`config.mk`:
```
export PLATFORM = sky130hd
export DESIGN_NAME = alu_op_scheduler_flat
export DESIGN_NICKNAME = d
export VERILOG_FILES = /design/src/rtl/alu_op_scheduler_if.sv /design/src/rtl/alu_op_scheduler.sv /design/src/flat_wrapper.sv
export SDC_FILE = /design/constraint.sdc
export NUM_CORES = 1
export LEC_CHECK = 0
export ABC_AREA = 0
export CORE_MARGIN = 2
export CORE_UTILIZATION = 45
export CTS_CLUSTER_DIAMETER = 200
export DETAILED_ROUTE_END_ITERATION = 7
export GPL_ROUTABILITY_DRIVEN = 0
export PLACE_DENSITY = 0.75
export SLEW_MARGIN = 15
export SYNTH_ARGS = -nofsm -noshare
export SYNTH_HDL_FRONTEND = slang
export SYNTH_SLANG_ARGS = --single-unit
```
`constraint.sdc`:
```
create_clock -name clk -period 3.2 [get_ports clk]
set_input_delay 0.8 -clock clk [delete_from_list [all_inputs] [get_ports clk]]
set_output_delay 0.8 -clock clk [all_outputs]
set_load 0.01 [all_outputs]
```
`src/rtl/alu_op_scheduler_if.sv`:
```
// Request/response bundle between the requesting control logic and the ALU scheduler.
// master = requester side, slave = scheduler side.
interface alu_op_scheduler_if;
  logic [1:0]  req_valid;
  logic [1:0]  req_ready;
  logic [1:0]  req_op0;
  logic [1:0]  req_op1;
  logic [7:0]  req_a0;
  logic [7:0]  req_a1;
  logic [7:0]  req_b0;
  logic [7:0]  req_b1;
  logic        resp_valid;
  logic        resp_ready;
  logic        resp_id;
  logic [15:0] resp_result;
  logic        resp_carry;
  logic        resp_err;

  modport master (
    output req_valid, req_op0, req_op1, req_a0, req_a1, req_b0, req_b1, resp_ready,
    input  req_ready, resp_valid, resp_id, resp_result, resp_carry, resp_err
  );

  modport slave (
    input  req_valid, req_op0, req_op1, req_a0, req_a1, req_b0, req_b1, resp_ready,
    output req_ready, resp_valid, resp_id, resp_result, resp_carry, resp_err
  );
endinterface

```
`src/rtl/alu_op_scheduler.sv`:
```
// Arbitrates two requesters onto one shared combinational ALU (add/sub/mul) and adds
// a restoring 8-bit divide built from repeated ALU subtracts; results return on one tagged channel.
module alu_op_scheduler #(
  parameter bit         RR_EN     = 1'b1,
  parameter logic [7:0] DIVZERO_Q = 8'hFF
) (
  input  logic                      clk,
  input  logic                      rst_n,
  alu_op_scheduler_if.slave         bus,
  output logic [7:0]                alu_a,
  output logic [7:0]                alu_b,
  output logic [1:0]                alu_sel,
  output logic                      alu_cin,
  input  logic [15:0]               alu_result,
  input  logic                      alu_carry
);

  typedef enum logic [1:0] {IDLE, EXEC, DIV, RESP} state_t;

  state_t      state;
  logic        pref;
  logic [1:0]  op_r;
  logic [7:0]  a_r;
  logic [7:0]  b_r;
  logic        id_r;
  logic [7:0]  rem;
  logic [7:0]  quot;
  logic [2:0]  cnt;

  logic        gnt_id;
  logic        accept;
  logic [1:0]  sel_op;
  logic [7:0]  sel_a;
  logic [7:0]  sel_b;
  logic        div_take;
  logic [7:0]  rem_nx;
  logic [7:0]  quot_nx;

  assign alu_cin = 1'b0;

  // Contention goes to pref under round-robin, otherwise port 0; a lone request always wins.
  always_comb begin
    gnt_id = 1'b0;
    if (bus.req_valid == 2'b11)
      gnt_id = RR_EN ? pref : 1'b0;
    else if (bus.req_valid == 2'b10)
      gnt_id = 1'b1;
  end

  assign bus.req_ready = (rst_n && state == IDLE && |bus.req_valid) ?
                         (gnt_id ? 2'b10 : 2'b01) : 2'b00;
  assign accept  = |(bus.req_valid & bus.req_ready);
  assign sel_op  = gnt_id ? bus.req_op1 : bus.req_op0;
  assign sel_a   = gnt_id ? bus.req_a1  : bus.req_a0;
  assign sel_b   = gnt_id ? bus.req_b1  : bus.req_b0;

  // rem[7] set means the shifted partial remainder is 9 bits wide and certainly exceeds b.
  assign div_take = rem[7] | alu_carry;
  assign rem_nx   = div_take ? alu_result[7:0] : alu_a;
  assign quot_nx  = {quot[6:0], div_take};

  always_ff @(posedge clk) begin
    if (!rst_n) begin
      state           <= IDLE;
      pref            <= 1'b0;
      cnt             <= 3'd0;
      bus.resp_valid  <= 1'b0;
      bus.resp_id     <= 1'b0;
      bus.resp_result <= 16'h0000;
      bus.resp_carry  <= 1'b0;
      bus.resp_err    <= 1'b0;
      alu_sel         <= 2'b11;
      alu_a           <= 8'h00;
      alu_b           <= 8'h00;
    end else begin
      case (state)
        IDLE: begin
          if (accept) begin
            op_r <= sel_op;
            a_r  <= sel_a;
            b_r  <= sel_b;
            id_r <= gnt_id;
            pref <= ~gnt_id;
            if (sel_op == 2'b11) begin
              state <= DIV;
              cnt   <= 3'd0;
              rem   <= 8'h00;
              quot  <= sel_a;
              if (sel_b == 8'h00) begin
                alu_sel <= 2'b11;
                alu_a   <= 8'h00;
                alu_b   <= 8'h00;
              end else begin
                alu_sel <= 2'b01;
                alu_a   <= {7'b0, sel_a[7]};
                alu_b   <= sel_b;
              end
            end else begin
              state   <= EXEC;
              alu_sel <= sel_op;
              alu_a   <= sel_a;
              alu_b   <= sel_b;
            end
          end
        end

        // ---- EXEC: single ALU cycle, result captured at its closing edge ----
        EXEC: begin
          bus.resp_valid <= 1'b1;
          bus.resp_id    <= id_r;
          bus.resp_err   <= 1'b0;
          if (op_r == 2'b10) begin
            bus.resp_result <= alu_result;
            bus.resp_carry  <= 1'b0;
          end else begin
            bus.resp_result <= {8'h00, alu_result[7:0]};
            bus.resp_carry  <= alu_carry;
          end
          alu_sel <= 2'b11;
          alu_a   <= 8'h00;
          alu_b   <= 8'h00;
          state   <= RESP;
        end

        // ---- DIV: one restoring-divide iteration per cycle ----
        DIV: begin
          if (b_r == 8'h00) begin
            bus.resp_valid  <= 1'b1;
            bus.resp_id     <= id_r;
            bus.resp_result <= {a_r, DIVZERO_Q};
            bus.resp_carry  <= 1'b0;
            bus.resp_err    <= 1'b1;
            state           <= RESP;
          end else begin
            rem  <= rem_nx;
            quot <= quot_nx;
            cnt  <= cnt + 3'd1;
            if (cnt == 3'd7) begin
              bus.resp_valid  <= 1'b1;
              bus.resp_id     <= id_r;
              bus.resp_result <= {rem_nx, quot_nx};
              bus.resp_carry  <= 1'b0;
              bus.resp_err    <= 1'b0;
              alu_sel         <= 2'b11;
              alu_a           <= 8'h00;
              alu_b           <= 8'h00;
              state           <= RESP;
            end else begin
              alu_a <= {rem_nx[6:0], quot_nx[7]};
            end
          end
        end

        // ---- RESP: hold the response until it is taken ----
        RESP: begin
          if (bus.resp_ready) begin
            bus.resp_valid <= 1'b0;
            state          <= IDLE;
          end
        end

        default: state <= IDLE;
      endcase
    end
  end

endmodule
```
`src/flat_wrapper.sv`:
```
// flat-port wrapper written by rule: the top's interface ports become plain ports
module alu_op_scheduler_flat 
#(
  parameter bit         RR_EN     = 1'b1,
  parameter logic [7:0] DIVZERO_Q = 8'hFF
)
  (clk, rst_n, alu_a, alu_b, alu_sel, alu_cin, alu_result, alu_carry, bus_req_valid, bus_req_op0, bus_req_op1, bus_req_a0, bus_req_a1, bus_req_b0, bus_req_b1, bus_resp_ready, bus_req_ready, bus_resp_valid, bus_resp_id, bus_resp_result, bus_resp_carry, bus_resp_err);
  alu_op_scheduler_if bus_i ();
  input  logic clk;
  input  logic rst_n;
  output logic [7:0] alu_a;
  output logic [7:0] alu_b;
  output logic [1:0] alu_sel;
  output logic alu_cin;
  input  logic [15:0] alu_result;
  input  logic alu_carry;
  input wire logic [$bits(bus_i.req_valid)-1:0] bus_req_valid;
  input wire logic [$bits(bus_i.req_op0)-1:0] bus_req_op0;
  input wire logic [$bits(bus_i.req_op1)-1:0] bus_req_op1;
  input wire logic [$bits(bus_i.req_a0)-1:0] bus_req_a0;
  input wire logic [$bits(bus_i.req_a1)-1:0] bus_req_a1;
  input wire logic [$bits(bus_i.req_b0)-1:0] bus_req_b0;
  input wire logic [$bits(bus_i.req_b1)-1:0] bus_req_b1;
  input wire logic [$bits(bus_i.resp_ready)-1:0] bus_resp_ready;
  output wire logic [$bits(bus_i.req_ready)-1:0] bus_req_ready;
  output wire logic [$bits(bus_i.resp_valid)-1:0] bus_resp_valid;
  output wire logic [$bits(bus_i.resp_id)-1:0] bus_resp_id;
  output wire logic [$bits(bus_i.resp_result)-1:0] bus_resp_result;
  output wire logic [$bits(bus_i.resp_carry)-1:0] bus_resp_carry;
  output wire logic [$bits(bus_i.resp_err)-1:0] bus_resp_err;
  assign bus_i.req_valid = bus_req_valid;
  assign bus_i.req_op0 = bus_req_op0;
  assign bus_i.req_op1 = bus_req_op1;
  assign bus_i.req_a0 = bus_req_a0;
  assign bus_i.req_a1 = bus_req_a1;
  assign bus_i.req_b0 = bus_req_b0;
  assign bus_i.req_b1 = bus_req_b1;
  assign bus_i.resp_ready = bus_resp_ready;
  assign bus_req_ready = bus_i.req_ready;
  assign bus_resp_valid = bus_i.resp_valid;
  assign bus_resp_id = bus_i.resp_id;
  assign bus_resp_result = bus_i.resp_result;
  assign bus_resp_carry = bus_i.resp_carry;
  assign bus_resp_err = bus_i.resp_err;
  alu_op_scheduler #(.RR_EN(RR_EN), .DIVZERO_Q(DIVZERO_Q)) u_core (.clk(clk), .rst_n(rst_n), .bus(bus_i), .alu_a(alu_a), .alu_b(alu_b), .alu_sel(alu_sel), .alu_cin(alu_cin), .alu_result(alu_result), .alu_carry(alu_carry));
endmodule
```
==> results_dict.tcl <==
set metrics [dict create \
    drive_gt1_share_pct 13.3 \
    die_h_um 93.7 \
    synth_warnings 0 \
    cts.htree.levels 3 \
    synth.net_count 453 \
    count_of_distinct_cell_types_in_the_synthesized_netlist 53 \
    grt_antenna_before_repair 0 \
    synthCells 388 \
    cap_viol_max_count 0 \
    post_drt_via_cell_ratio 5.82 \
    crit_start "bus_req_valid[0]" \
    detail-route-antenna-nets 0 \
    detailroute.via_count 3444 \
    ys_dominant_reg_cell "sky130_fd_sc_hd__dfxtp_1" \
    hpwlAfterDp_um 7670 \
    critical_path.max_fanout 3 \
    drt_first_iter_violations 331 \
    cts-buffers-inserted 9 \
    die_area_um2 8790 \
    routed_wirelength_um 10400 \
    design.portCount 99 \
    worst_slew_margin_rel_pct 52.8 \
    fin_crit_ns 3.06 \
    cts_sinks 71 \
    setup-violations-final 0 \
    hold_path_depth 2 \
    first_global_vias 3251 \
    start_util_pct 46.6 \
    instances_no_fill 592 \
    rrSetupSlack_ns 0.87 \
    tightestPinTransition_ns 0.709 \
    netlist.top_cell.by_area "sky130_fd_sc_hd__dfxtp_1" \
    achievable-frequency_mhz 326 \
    cts.reportedPaths.clkPinSlew_ns 0.08 \
    core.rowCount 32 \
    p_per_area_nw_per_um2 752 \
    area_growth_syn_to_layout_pct 36.5 \
    min_path_type "flip-flop to flip-flop" \
    worstReg2RegEnd "u_core.bus.resp_result[0]" \
    p_leak_nw 1.78 \
    finalHoldViolations 0 \
    required_ns 2.40 \
    power.ir.vdd_worst_mv 0.348 \
    cts-resized-gates 0 \
    finClkSkew_ns 0.00909 \
    startpoint_type "primary input" \
    maximum_number_of_pins_on_one_net_before_global_route_repair 30 \
    area_fraction_of_the_dominant_cell_type_after_synthesis_pct 24.3 \
    track_usage_pct 24.4 \
    mappedNetlistArea_um2 3620 \
    min_to "u_core.bus.resp_result[3]" \
    finalSetupTns_ns 0 \
    io_buffer_count 97 \
    r2r-start "u_core.b_r[4]" \
    layout.cell_area.non_filler_um2 4940 \
    post_synthesis_sequential_element_count 71 \
    detailed_place.area_um2 4710 \
    finalHoldWorstSlack_ns 0.452 \
    hp-start "u_core.bus.resp_result[3]" \
    cts.hold.buffers_added 0 \
    cts_buffer_depth 2 \
    synth_sequential_area_ratio_pct 46.7 \
    design.core.area_um2 7770 \
    grt_first_pass_wirelength_um 16500 \
    avgSynthCellArea_um2 9.34 \
    post_cts_buffers 0 \
    async_reset_ff_share_pct 0 \
    dpl_worst_slack_ns 0.160 \
    route.detailed.drc 0 \
    finalWorstSetupSlack_ns 0.137 \
    slew_viol_final 0 \
    fp.dieW_um 93.7 \
    post_synth_main_area_contributors "sky130_fd_sc_hd__dfxtp_1 (24%), sky130_fd_sc_hd__edfxtp_1 (22%), sky130_fd_sc_hd__a21oi_1 (6.1%)" \
    number_of_enable_type_register_cells_in_the_synthesized_netlist 27 \
    worst-r2r-cell-count 6 \
    cp-end-kind "output port" \
    diodes 0 \
    status "finished clean" \
    drtPass1Iterations 5 \
    clock_latency_ns 0.36 \
    critPathKind "primary input to output port" \
    post_drt_wl_per_cell_um 17.5 \
    critical_path_arrival_ns 2.26 \
    rsz_0062_raised_after_global_routing "no" \
    cts_tree "done" \
    final_net_count 550 \
    final.period_utilization_pct 95.7 \
    placed_cells_incl_taps 576 \
    cts_root_buffer "sky130_fd_sc_hd__clkbuf_8" \
    grt_total_ovfl 0 \
]
## cell usage in the layout (no fill, tap or decap), drive strengths merged, types with 2 or more instances in the layout
cell type      count
and4               8
ha                 7
a21oi             44
nor2              28
dfxtp             44
nand3              3
nand4b             2
o21ai             25
buf               16
o21a               3
mux2              16
nand2             55
mux2i              7
nor2b              2
nor4               6
or3                2
clkdlybuf4s50     97
edfxtp            27
or3b               9
inv                9
o221ai             2
nand4              5
o22a               7
o211ai            16
o22ai              3
nand2b             4
clkbuf            14
a21boi             2
a31oi             10
## state kept, by name (all words and copies together) (netlist names)
register and count:
u_core.alu_b 8, u_core.id_r 1, u_core.alu_sel 2, u_core.quot 7, u_core.bus.resp_err 1, u_core.alu_a 8, u_core.op_r 2, u_core.bus.resp_carry 1
u_core.bus.resp_result 16, u_core.bus.resp_valid 1, u_core.cnt 3, u_core.rem 1, u_core.a_r 8, u_core.state 2, u_core.bus.resp_id 1, u_core.b_r 8
u_core.pref 1
## per-stage QoR
step / util (%) / power (mW)
after floorplan: - / 2.25
after global placement: 60.6 / 2.88
after detailed placement: 60.6 / 2.92
after CTS: 63.6 / 3.71
after global routing: 63.7 / 3.94
final: 63.7 / 3.72
## cell type report
type                            instances  area, um^2
Fill cell                             659        2820
Multi-Input combinational cell        282        1770
Sequential cell                        71        1690
Timing Repair Buffer                  113        1090
Clock buffer                           14         216
Tap cell                              102         128
Inverter                                8        30.0
Clock inverter                          2        15.0
## cell families (layout without fill, tap and decap cells)
| group | Yosys count | in the layout | share of synthesized area (%) |
|---|---|---|---|
| AO/OA/AOI/OAI | 123 | 123 | 21.3 |
| adder cells (fa/ha/maj) | 7 | 7 | 2.42 |
| buffers and inverters | 35 | 137 | 4.49 |
| flip-flops | 71 | 71 | 46.7 |
| multiplexers | 23 | 23 | 6.91 |
| other | 1 | 1 | 0.103 |
| AND/OR/NAND/NOR | 128 | 128 | 18.1 |
## where the power goes
part	leakage (nW)	internal, mW	switching (mW)
registers	0.612	1.19	0.130
logic	1.05	0.737	0.858
clock network	0.119	0.447	0.349
## cells in the mapped netlist, drive strengths merged, types with 3 or more instances
cell type  instances
nand2             55
a21oi             44
dfxtp             44
nor2              28
edfxtp            27
o21ai             25
mux2              16
o211ai            16
clkbuf            15
buf               12
a31oi             10
or3b               9
and4               8
inv                8
ha                 7
mux2i              7
o22a               7
nor4               6
nand4              5
nand2b             4
nand3              3
o21a               3
o22ai              3
## worst max-delay path: stages
cell                              delay [ns]
sky130_fd_sc_hd__clkdlybuf4s50_1        0.52
sky130_fd_sc_hd__o211ai_1               0.17
sky130_fd_sc_hd__nor2_1                 0.20
sky130_fd_sc_hd__clkdlybuf4s50_1        0.57
## per-layer routing
layer	global-route usage, %	part of all wire [%]	up-vias
met5	0	0	-
met4	9.06	1.9	0
met3	5.38	9.4	15
li1	-	-	1635
met1	33.9	44	1585
met2	37.4	45	209
## worst max path at each step
stage                       endpoint  depth (start not counted)  slack, ns
floorplan             u_core.quot[0]                          5       0.36
global placement    bus_req_ready[1]                          4       0.24
detailed placement  bus_req_ready[1]                          4       0.16
CTS                 bus_req_ready[1]                          4       0.16
global route        bus_req_ready[0]                          6       0.09
finish              bus_req_ready[1]                          4       0.14
Note: power is estimated with default switching activity, not from simulation.
